===== src/rtl/display_pkg.sv =====
// Shared constants, scan-state encoding and the leading-zero mask helper
// for the multiplexed BCD display scanner.
package display_pkg;

    localparam int BCD_W      = 4;
    localparam int MAX_DIGITS = 16;

    typedef enum logic [1:0] {
        IDLE  = 2'd0,
        BLANK = 2'd1,
        SHOW  = 2'd2
    } scan_state_t;

    // Masks zero digits above the most significant nonzero one; digit 0 always stays lit.
    function automatic logic [MAX_DIGITS-1:0] lz_mask(
        input logic [BCD_W*MAX_DIGITS-1:0] d,
        input int                          n
    );
        logic seen_nz;
        lz_mask = '0;
        seen_nz = 1'b0;
        for (int i = MAX_DIGITS - 1; i >= 1; i--) begin
            if (i < n) begin
                if (!seen_nz && (d[i*BCD_W +: BCD_W] == '0)) begin
                    lz_mask[i] = 1'b1;
                end else begin
                    seen_nz = 1'b1;
                end
            end
        end
    endfunction

endpackage


===== src/rtl/bcd_display_scan_if.sv =====
// Digit/segment bus between the clock core (master) and the display scanner (slave).
interface bcd_display_scan_if #(
    parameter int NUM_DIGITS = 6
);
    import display_pkg::*;

    logic                          en;
    logic [BCD_W*NUM_DIGITS-1:0]   digits_bcd;
    logic [NUM_DIGITS-1:0]         dp_in;
    logic [BCD_W-1:0]              bcd_out;
    logic                          dp_out;
    logic [NUM_DIGITS-1:0]         anode_n;
    logic                          frame_start;

    modport master (
        output en, digits_bcd, dp_in,
        input  bcd_out, dp_out, anode_n, frame_start
    );

    modport slave (
        input  en, digits_bcd, dp_in,
        output bcd_out, dp_out, anode_n, frame_start
    );

endinterface


===== src/rtl/scan_slot_timer.sv =====
// Per-slot cycle counter: counts the blanking phase, then the lit phase,
// and flags the terminal cycle of each.
module scan_slot_timer #(
    parameter int REFRESH_DIV  = 100000,
    parameter int BLANK_CYCLES = 16
) (
    input  logic clk,
    input  logic rst_n,
    input  logic i_run,
    input  logic i_show,
    output logic o_blank_done,
    output logic o_show_done
);

    localparam int CNT_W = (REFRESH_DIV > 1) ? $clog2(REFRESH_DIV) : 1;
    localparam logic [CNT_W-1:0] BLANK_LAST = CNT_W'(BLANK_CYCLES - 1);
    localparam logic [CNT_W-1:0] SHOW_LAST  = CNT_W'(REFRESH_DIV - BLANK_CYCLES - 1);

    generate
        if (BLANK_CYCLES < 1 || BLANK_CYCLES >= REFRESH_DIV) begin : g_cfg_err
            $error("scan_slot_timer: BLANK_CYCLES must satisfy 1 <= BLANK_CYCLES < REFRESH_DIV");
        end
    endgenerate

    logic [CNT_W-1:0] r_cnt;
    logic             w_done;

    assign o_blank_done = (r_cnt == BLANK_LAST);
    assign o_show_done  = (r_cnt == SHOW_LAST);
    assign w_done       = i_show ? o_show_done : o_blank_done;

    always_ff @(posedge clk or negedge rst_n) begin
        if (!rst_n) begin
            r_cnt <= '0;
        end else if (!i_run || w_done) begin
            r_cnt <= '0;
        end else begin
            r_cnt <= r_cnt + 1'b1;
        end
    end

endmodule


===== src/rtl/bcd_display_scan.sv =====
// Time-multiplexed 7-segment scanner with per-frame digit double-buffering.
// Optional build macro: LEADING_ZERO_BLANK_EN (suppress leading zero digits).
module bcd_display_scan
    import display_pkg::*;
#(
    parameter int NUM_DIGITS   = 6,
    parameter int REFRESH_DIV  = 100000,
    parameter int BLANK_CYCLES = 16
) (
    input  logic             clk,
    input  logic             rst_n,
    bcd_display_scan_if.slave bus
);

    localparam int IDX_W = $clog2(NUM_DIGITS);
    localparam logic [IDX_W-1:0] IDX_LAST = IDX_W'(NUM_DIGITS - 1);

    generate
        if (NUM_DIGITS < 2 || NUM_DIGITS > MAX_DIGITS) begin : g_cfg_err
            $error("bcd_display_scan: NUM_DIGITS must be in 2..MAX_DIGITS");
        end
    endgenerate

    scan_state_t                     r_state, w_state_nx;
    logic [IDX_W-1:0]                r_idx, w_idx_nx;
    logic [NUM_DIGITS-1:0][BCD_W-1:0] r_shadow, w_shadow_nx;
    logic [NUM_DIGITS-1:0]           r_dp_sh, w_dp_sh_nx, w_mask_nx;
    logic                            w_load, w_run, w_show;
    logic                            w_blank_done, w_show_done;
    logic [BCD_W-1:0]                r_bcd;
    logic                            r_dp, r_frame_start;
    logic [NUM_DIGITS-1:0]           r_anode_n;

    assign w_run  = bus.en && (r_state != IDLE);
    assign w_show = (r_state == SHOW);

    scan_slot_timer #(
        .REFRESH_DIV  (REFRESH_DIV),
        .BLANK_CYCLES (BLANK_CYCLES)
    ) u_timer (
        .clk          (clk),
        .rst_n        (rst_n),
        .i_run        (w_run),
        .i_show       (w_show),
        .o_blank_done (w_blank_done),
        .o_show_done  (w_show_done)
    );

    always_comb begin
        w_state_nx = r_state;
        w_idx_nx   = r_idx;
        w_load     = 1'b0;
        if (!bus.en) begin
            w_state_nx = IDLE;
            w_idx_nx   = '0;
        end else begin
            unique case (r_state)
                IDLE: begin
                    w_state_nx = BLANK;
                    w_idx_nx   = '0;
                    w_load     = 1'b1;
                end
                BLANK: begin
                    if (w_blank_done) w_state_nx = SHOW;
                end
                SHOW: begin
                    if (w_show_done) begin
                        w_state_nx = BLANK;
                        if (r_idx == IDX_LAST) begin
                            w_idx_nx = '0;
                            w_load   = 1'b1;
                        end else begin
                            w_idx_nx = r_idx + 1'b1;
                        end
                    end
                end
                default: w_state_nx = IDLE;
            endcase
        end
    end

    // Shadow registers only change at frame boundaries, so a frame never mixes old and new digits.
    assign w_shadow_nx = w_load ? bus.digits_bcd : r_shadow;
    assign w_dp_sh_nx  = w_load ? bus.dp_in      : r_dp_sh;

`ifdef LEADING_ZERO_BLANK_EN
    logic [NUM_DIGITS-1:0] r_mask;
    logic [MAX_DIGITS-1:0] w_lz_full;

    assign w_lz_full = lz_mask((BCD_W*MAX_DIGITS)'(bus.digits_bcd), NUM_DIGITS);
    assign w_mask_nx = w_load ? w_lz_full[NUM_DIGITS-1:0] : r_mask;

    always_ff @(posedge clk or negedge rst_n) begin
        if (!rst_n) r_mask <= '0;
        else        r_mask <= w_mask_nx;
    end
`else
    assign w_mask_nx = '0;
`endif

    // Outputs are loaded from next-state values so they line up with the new state.
    always_ff @(posedge clk or negedge rst_n) begin
        if (!rst_n) begin
            r_state       <= IDLE;
            r_idx         <= '0;
            r_shadow      <= '0;
            r_dp_sh       <= '0;
            r_bcd         <= '0;
            r_dp          <= 1'b0;
            r_anode_n     <= '1;
            r_frame_start <= 1'b0;
        end else begin
            r_state       <= w_state_nx;
            r_idx         <= w_idx_nx;
            r_shadow      <= w_shadow_nx;
            r_dp_sh       <= w_dp_sh_nx;
            r_frame_start <= w_load;
            if (w_state_nx == IDLE) begin
                r_bcd     <= '0;
                r_dp      <= 1'b0;
                r_anode_n <= '1;
            end else begin
                r_bcd     <= w_shadow_nx[w_idx_nx];
                r_dp      <= w_dp_sh_nx[w_idx_nx] & ~w_mask_nx[w_idx_nx];
                r_anode_n <= '1;
                if (w_state_nx == SHOW && !w_mask_nx[w_idx_nx]) begin
                    r_anode_n[w_idx_nx] <= 1'b0;
                end
            end
        end
    end

    assign bus.bcd_out     = r_bcd;
    assign bus.dp_out      = r_dp;
    assign bus.anode_n     = r_anode_n;
    assign bus.frame_start = r_frame_start;

endmodule


===== src/flat_wrapper.sv =====
// flat-port wrapper written by rule: the top's interface ports become plain ports
module bcd_display_scan_flat import display_pkg::*;
#(
    parameter int NUM_DIGITS   = 6,
    parameter int REFRESH_DIV  = 100000,
    parameter int BLANK_CYCLES = 16
)
  (clk, rst_n, bus_en, bus_digits_bcd, bus_dp_in, bus_bcd_out, bus_dp_out, bus_anode_n, bus_frame_start);
  bcd_display_scan_if #(.NUM_DIGITS(NUM_DIGITS)) bus_i ();
  input  logic clk;
  input  logic rst_n;
  input wire logic [$bits(bus_i.en)-1:0] bus_en;
  input wire logic [$bits(bus_i.digits_bcd)-1:0] bus_digits_bcd;
  input wire logic [$bits(bus_i.dp_in)-1:0] bus_dp_in;
  output wire logic [$bits(bus_i.bcd_out)-1:0] bus_bcd_out;
  output wire logic [$bits(bus_i.dp_out)-1:0] bus_dp_out;
  output wire logic [$bits(bus_i.anode_n)-1:0] bus_anode_n;
  output wire logic [$bits(bus_i.frame_start)-1:0] bus_frame_start;
  assign bus_i.en = bus_en;
  assign bus_i.digits_bcd = bus_digits_bcd;
  assign bus_i.dp_in = bus_dp_in;
  assign bus_bcd_out = bus_i.bcd_out;
  assign bus_dp_out = bus_i.dp_out;
  assign bus_anode_n = bus_i.anode_n;
  assign bus_frame_start = bus_i.frame_start;
  bcd_display_scan #(.NUM_DIGITS(NUM_DIGITS), .REFRESH_DIV(REFRESH_DIV), .BLANK_CYCLES(BLANK_CYCLES)) u_core (.clk(clk), .rst_n(rst_n), .bus(bus_i));
endmodule

===== config.mk =====
export PLATFORM = sky130hd
export DESIGN_NAME = bcd_display_scan_flat
export DESIGN_NICKNAME = d
export VERILOG_FILES = /design/src/rtl/display_pkg.sv /design/src/rtl/bcd_display_scan_if.sv /design/src/rtl/scan_slot_timer.sv /design/src/rtl/bcd_display_scan.sv /design/src/flat_wrapper.sv
export SDC_FILE = /design/constraint.sdc
export NUM_CORES = 1
export LEC_CHECK = 0
export BUFFER_PORTS_ARGS = -buffer_cell sky130_fd_sc_hd__buf_2
export CORE_ASPECT_RATIO = 0.6
export CORE_UTILIZATION = 50
export CTS_CLUSTER_SIZE = 28
export DETAILED_ROUTE_END_ITERATION = 8
export PLACE_DENSITY = 0.74
export SETUP_SLACK_MARGIN = 0.4
export SKIP_CTS_REPAIR_TIMING = 1
export SLEW_MARGIN = 20
export SYNTH_ARGS = -nofsm -noshare
export SYNTH_HDL_FRONTEND = slang
export SYNTH_SLANG_ARGS = --single-unit

===== constraint.sdc =====
create_clock -name clk -period 2.8 [get_ports clk]
set_input_delay 0.28 -clock clk [delete_from_list [all_inputs] [get_ports clk]]
set_output_delay 0.28 -clock clk [all_outputs]
set_load 0.05 [all_outputs]

# Yosys cells after proc, flatten, opt, wreduce, memory -nomap -nowiden
# Memories as Yosys holds them, arrays and structs flattened.
# Index checks and enable logic that the tools add are counted.
[word_totals]
rom_bits = 8
mem_count = 1
wordCells = 64
register_bits = 64
out_inout_bits = 12
input_bits = 33
[memory_table]
columns = ["name", "depth", "word_bits", "rd", "rd_clocked_by_memory_dff", "wr", "line", "source"]
rows = [
  ["(no name shown)", 8, 1, 1, 0, 0, "bcd_display_scan.sv:124", "r_dp <= w_dp_sh_nx[w_idx_nx] & ~w_mask_nx[w_idx_nx];"],
]
[classes]
eq_ne = 6
mux = 27
reduce_logical = 9
bitwise_logic = 3
addsub = 2
order_cmp = 2
[op_table]
columns = ["operator", "n"]
rows = [
  ["24-bit 2-to-1 mux", 1],
  ["6-bit 2-to-1 mux", 3],
  ["17-bit by 1-bit adder with 17-bit output, second input constant", 1],
  ["17-bit == test, second input constant", 1],
  ["17-bit by 4-bit == test with 1-bit output, second input constant", 1],
  ["17-bit 2-to-1 mux", 1],
  ["4-bit binary-select mux with 3-bit select", 1],
  ["3-bit 2-to-1 mux", 3],
  ["1-bit 2-to-1 mux", 8],
  ["4-bit 2-to-1 mux", 2],
  ["2-bit 2-to-1 mux", 3],
  ["6-bit NOT", 1],
  ["2-bit case mux with 3 select lines", 1],
  ["3-bit case mux with 2 select lines", 1],
  ["2-bit == test, second input constant", 2],
  ["2-bit logical NOT", 2],
  ["3-bit by 4-bit < comparator with 1-bit output, second input constant", 1],
  ["3-bit by 1-bit adder with 3-bit output, second input constant", 1],
  ["1-bit binary-select mux with 3-bit select", 1],
  ["1-bit demux with 3-bit select", 1],
  ["3-bit == test, second input constant", 1],
  ["3-bit by 1-bit greater-or-equal comparator with 1-bit output, second input constant", 1],
  ["1-bit logical AND", 3],
  ["2-bit by 1-bit == test with 1-bit output, second input constant", 1],
  ["6 further kinds", 7],
]

# Logic depth before layout (Yosys ltp)
[depth]
word_depth = 12
ltp_mapped = 9
ltp_nobuf = 8

# Modules after synthesis
# Synthesis repeated with hierarchy kept, for this count alone.
[hier_totals]
cells_unflattened = 288
hier_area_um2 = 3110.5
[by_module_without_submodules]
columns = ["mod", "cells_per_inst", "seq_area_each_um2", "n_inst", "area_each_um2"]
rows = [
  ["bcd_display_scan", 195, 1183.6, 1, 2165.8],
  ["scan_slot_timer", 93, 425.4, 1, 944.7],
]

# Worst setup path before layout
# No wires, ideal clock.
[synth_path]
kind = "reg2reg"
from = "reg u_core.u_timer.r_cnt[5]"
to = "reg u_core.r_dp, in the netlist u_core.bus.dp_out"
setup_time_ps = 125
period_less_slack_ps = 2748
stages_incl_launch_ff = 9
arrival_time_ps = 2623
t_required_ps = 2675
setup_slack_ps = 52
n_path_buf = 1
cell_sequence = "dfrtp_1 -> or4_4 -> nor4_4 -> a31o_4 -> buf_12 -> mux2_1 -> mux2_1 -> o22ai_1 -> nor3_1"
[synth_between]
elab_chain_len = 9
word_cells_on_any_way = 21
classes_between = "2 x eq/ne; 15 x mux; 2 x bitwise; 1 x reduce/logical; 1 x memory"
[synth_rtl]
columns = ["item", "line", "source"]
rows = [
  ["start, declared", "scan_slot_timer.sv:25", "logic [CNT_W-1:0] r_cnt;"],
  ["start signal, assigned", "scan_slot_timer.sv:38", "r_cnt <= r_cnt + 1'b1;"],
  ["17-bit == test", "scan_slot_timer.sv:29", "assign o_show_done = (r_cnt == SHOW_LAST);"],
  ["1-bit 2-to-1 mux", "bcd_display_scan.sv:67", "if (w_show_done) begin"],
  ["1-bit case mux with 2 select lines", "bcd_display_scan.sv:57", "unique case (r_state)"],
  ["1-bit 2-to-1 mux", "bcd_display_scan.sv:53", "if (!bus.en) begin"],
  ["6-bit 2-to-1 mux", "bcd_display_scan.sv:84", "assign w_dp_sh_nx = w_load ? bus.dp_in : r_dp_sh;"],
  ["named net u_core.w_dp_sh_nx[2]", "bcd_display_scan.sv:27", "logic [NUM_DIGITS-1:0] r_dp_sh, w_dp_sh_nx, w_mask_nx;"],
  ["1-bit binary-select mux with 3-bit select", "bcd_display_scan.sv:124", ""],
  ["1-bit 2-to-1 mux (implied by the code)", "bcd_display_scan.sv:124", ""],
  ["1-bit AND", "bcd_display_scan.sv:124", ""],
  ["1-bit 2-to-1 mux", "bcd_display_scan.sv:118", "if (w_state_nx == IDLE) begin"],
  ["end signal, assigned", "bcd_display_scan.sv:124", ""],
  ["end, declared", "bcd_display_scan.sv:31", "logic r_dp, r_frame_start;"],
]
# The timed path passes the listed nets, and every way through them passes these cells. The select of a mux whose other input is x is not followed.

==> results.md <==
* Status: finished, final reports clean
* CP Class: reg -> reg
* Syn Nets at between 200 and 300
* Max-Cap Viols at 0
* Core area at around 0.0057 sq mm
* Num ports at 45
* RSZ-0062 raised after global routing: true
* Hold Startpoint: bus_digits_bcd[6]
* Mapped Area at between 0.003 and 0.004 sq mm
* Clk pwr share at 0.389
* Pwr/cell area at ~560 mW/mm^2
* Area occupied by multi-input gates at about 0.0014 sq mm
* Root buffer cell: clkbuf_8
* Final hold viol count at 0
* Global-route usage over all layers at 0.215
* CTS Buf Count at 9
* Number of vias per cell at 5.35
* Worst Setup SP: u_core.u_timer.r_cnt[13]
* Worst slew pin tran at around 570 ps
* Layout cells sized above 1 at 0.422
* Clock sink total at 64
* CP Data Required Time at 3020 ps
* Fin nets at roughly 360
* Placed Area at 0.00346 sq mm
* Sequential area share after synthesis at 0.526
* Vias at ~2200
* Syn. warnings at 0
* Register bit total from synthesis at 64
* Grt total ovfl at 0
* Routed wire per std cell at between 15 and 20 microns
* H-tree depth at 3
* Final instance area at roughly 0.0038 sq mm
* Die width at ~100 microns
* Synth async-reset ratio at 1.00
* Vias in the first global route at around 2000
* Sequential Power Share at 0.480
* RR Startpoint: u_core.u_timer.r_cnt[13]
* Clk slew on worst S/H paths at 70 ps
* NetSw at roughly 0.49 mW
* Filler cell count at between 400 and 500
* Fmax achieved at 364 MHz
* # setup viols final at 0
* FP Rows at 21
* Largest net degree at the start of global routing at 27
* Initial antenna violation count at 0
* Routed Antenna Nets at 0
* Gpl congestion at ~0.80
* Die height at approximately 63 microns
* Sequential Area at approximately 0.0016 sq mm
* Die Area at around 0.0064 sq mm
* First-pass GRT wire length at approximately 10000 microns
* IO buf count at 44
* Dpl hpwl at about 4500 microns
* Worst-skew pair later-pin latency at between 300 and 400 ps
* Pre-Repair DR Iteration Count at 4
* Cells after Synth at roughly 250
* Comb power frac at 0.132
* Sw frac at 0.232
* Crit Path Max Fanout at 11
* CTS tree: yes
* Post-route setup TNS at 0 ps
* Max clock buf depth at 2
* Fin. max-slew vios at 0
* Final period util at 0.980
* Number of synthesized flops with an enable pin at 0
* Area growth syn-to-layout at 24.2%
* Drt total wl at approximately 6500 microns
* VDD IR max at between 0.3 and 0.4 mV
* Relative slew slack at 0.619
* Most used flip-flop cell after synthesis: dfrtp_1
* Commonest non-fill, non-tap cell in the layout: dfrtp_1
* CP Capture Type: flip-flop
* Synthesized area per cell at 12.0 sq um
* Critical Path AT at 2960 ps
* Leakage at 1.74 nW
* Worst hold path type: in -> reg
* Minimum clock period at roughly 2700 ps
* Starting DRT DRC Count at 180
* Fin Clk Skew at between 3 and 4 ps
* Netlist cell types at 50
* Diodes inserted at 0
* Most frequent cells in the layout: dfrtp_1, buf_2, nor2_1
* Starting Density at 0.534
* Pint at about 1.6 mW
* Setup crit start kind: flip-flop
* # DRC at 0
## power groups by stage
stage          combinational (mW)  sequential, mW  clock, mW
3_5_place_dp                0.266            1.04          0
3_3_place_gp                0.263            1.03          0
5_1_grt                     0.301            1.03      0.877
6_report                    0.280            1.02      0.827
4_1_cts                     0.268            1.02      0.839
2_1_floorplan               0.157            1.06          0
## state kept, by name (all words and copies together), names as in the netlist
signal / flops
u_core.bus.frame_start: 1
u_core.bus.anode_n: 6
u_core.bus.dp_out: 1
u_core.r_dp_sh: 6
u_core.bus.bcd_out: 4
u_core.u_timer.r_cnt: 17
u_core.r_shadow: 24
u_core.r_idx: 3
u_core.r_state: 2
## metrics by stage
stage | hold WS, ps | util | setup slack (ps) | total power, mW | cells
4_1_cts | -60.8 | 0.638 | 0.508 | 2.13 | 396
5_1_grt | 173 | 0.663 | 1.56 | 2.20 | 407
6_report | 181 | 0.663 | 56.1 | 2.13 | 407
2_1_floorplan | -15.6 | - | 80.6 | 1.21 | 254
3_3_place_gp | 303 | 0.603 | 52.8 | 1.30 | 381
3_5_place_dp | 308 | 0.603 | 19.6 | 1.30 | 381
## cells in the mapped netlist (2+ instances only)
library cell | instances | share of area
a21bo_2 | 2 | 0.0065
a21boi_0 | 2 | 0.0049
a21oi_1 | 2 | 0.0033
a31oi_1 | 3 | 0.0061
and3_1 | 6 | 0.012
buf_8 | 2 | 0.0098
clkbuf_1 | 6 | 0.0074
dfrtp_1 | 58 | 0.47
dfstp_2 | 6 | 0.052
inv_1 | 5 | 0.0061
mux2_1 | 15 | 0.055
mux2_2 | 18 | 0.066
mux2_4 | 9 | 0.044
nand2_1 | 9 | 0.011
nand2b_1 | 7 | 0.014
nand3_1 | 7 | 0.011
nand4_1 | 5 | 0.010
nand4b_1 | 2 | 0.0057
nor2_1 | 27 | 0.033
nor2b_1 | 2 | 0.0041
nor3_1 | 6 | 0.0098
nor3b_1 | 2 | 0.0049
o21ai_0 | 2 | 0.0033
o22ai_1 | 6 | 0.012
or3_1 | 6 | 0.012
or4_4 | 2 | 0.0074
xnor2_1 | 8 | 0.023
xor2_1 | 7 | 0.020
## per-layer routing
| metal | up-vias | share of wire | global-route usage |
|---|---|---|---|
| met4 | 0 | 0.015 | 0.0845 |
| li1 | 1030 | - | - |
| met3 | 12 | 0.072 | 0.0604 |
| met2 | 77 | 0.39 | 0.273 |
| met1 | 1057 | 0.52 | 0.339 |
| met5 | - | 0 | 0 |
## final timing paths
path | endpoint | slack (ps) | cells after the start
setup / recovery | u_core.bus.bcd_out[0] | 60 | 8
hold / removal | u_core.r_shadow[6] | 180 | 2
setup reg to reg | u_core.bus.bcd_out[0] | 60 | 8
hold reg to reg | u_core.u_timer.r_cnt[0] | 480 | 1
max in group asynchronous | u_core.r_shadow[20] | 1620 | 3
min in group asynchronous | u_core.r_shadow[5] | 480 | 2
## cells by family after synthesis
family          after synthesis  synth area share
mux                          42             0.166
flops                        64             0.526
buf+inv                      17            0.0352
fa+ha+maj                     1           0.00409
simple gates                 89             0.159
xor+xnor                     15            0.0430
compound gates               26            0.0667
## worst max-delay path, stage by stage (launching register included)
cell and delay (ps):
dfrtp_1 410, or4_4 560, nor4_4 350, a31o_4 260
buf_12 150, mux2_1 350, mux2_2 290, o22ai_2 160
nor3_1 70
## cell type report
type                       count  share of cell area
timing repair buffer          68               0.116
clock buffer                  11              0.0346
clock inverter                 4              0.0185
multi-input combinational    174               0.375
tap                           80              0.0264
sequential                    64               0.424
inverter                       6             0.00593
Power figures use the tool's default switching activity.
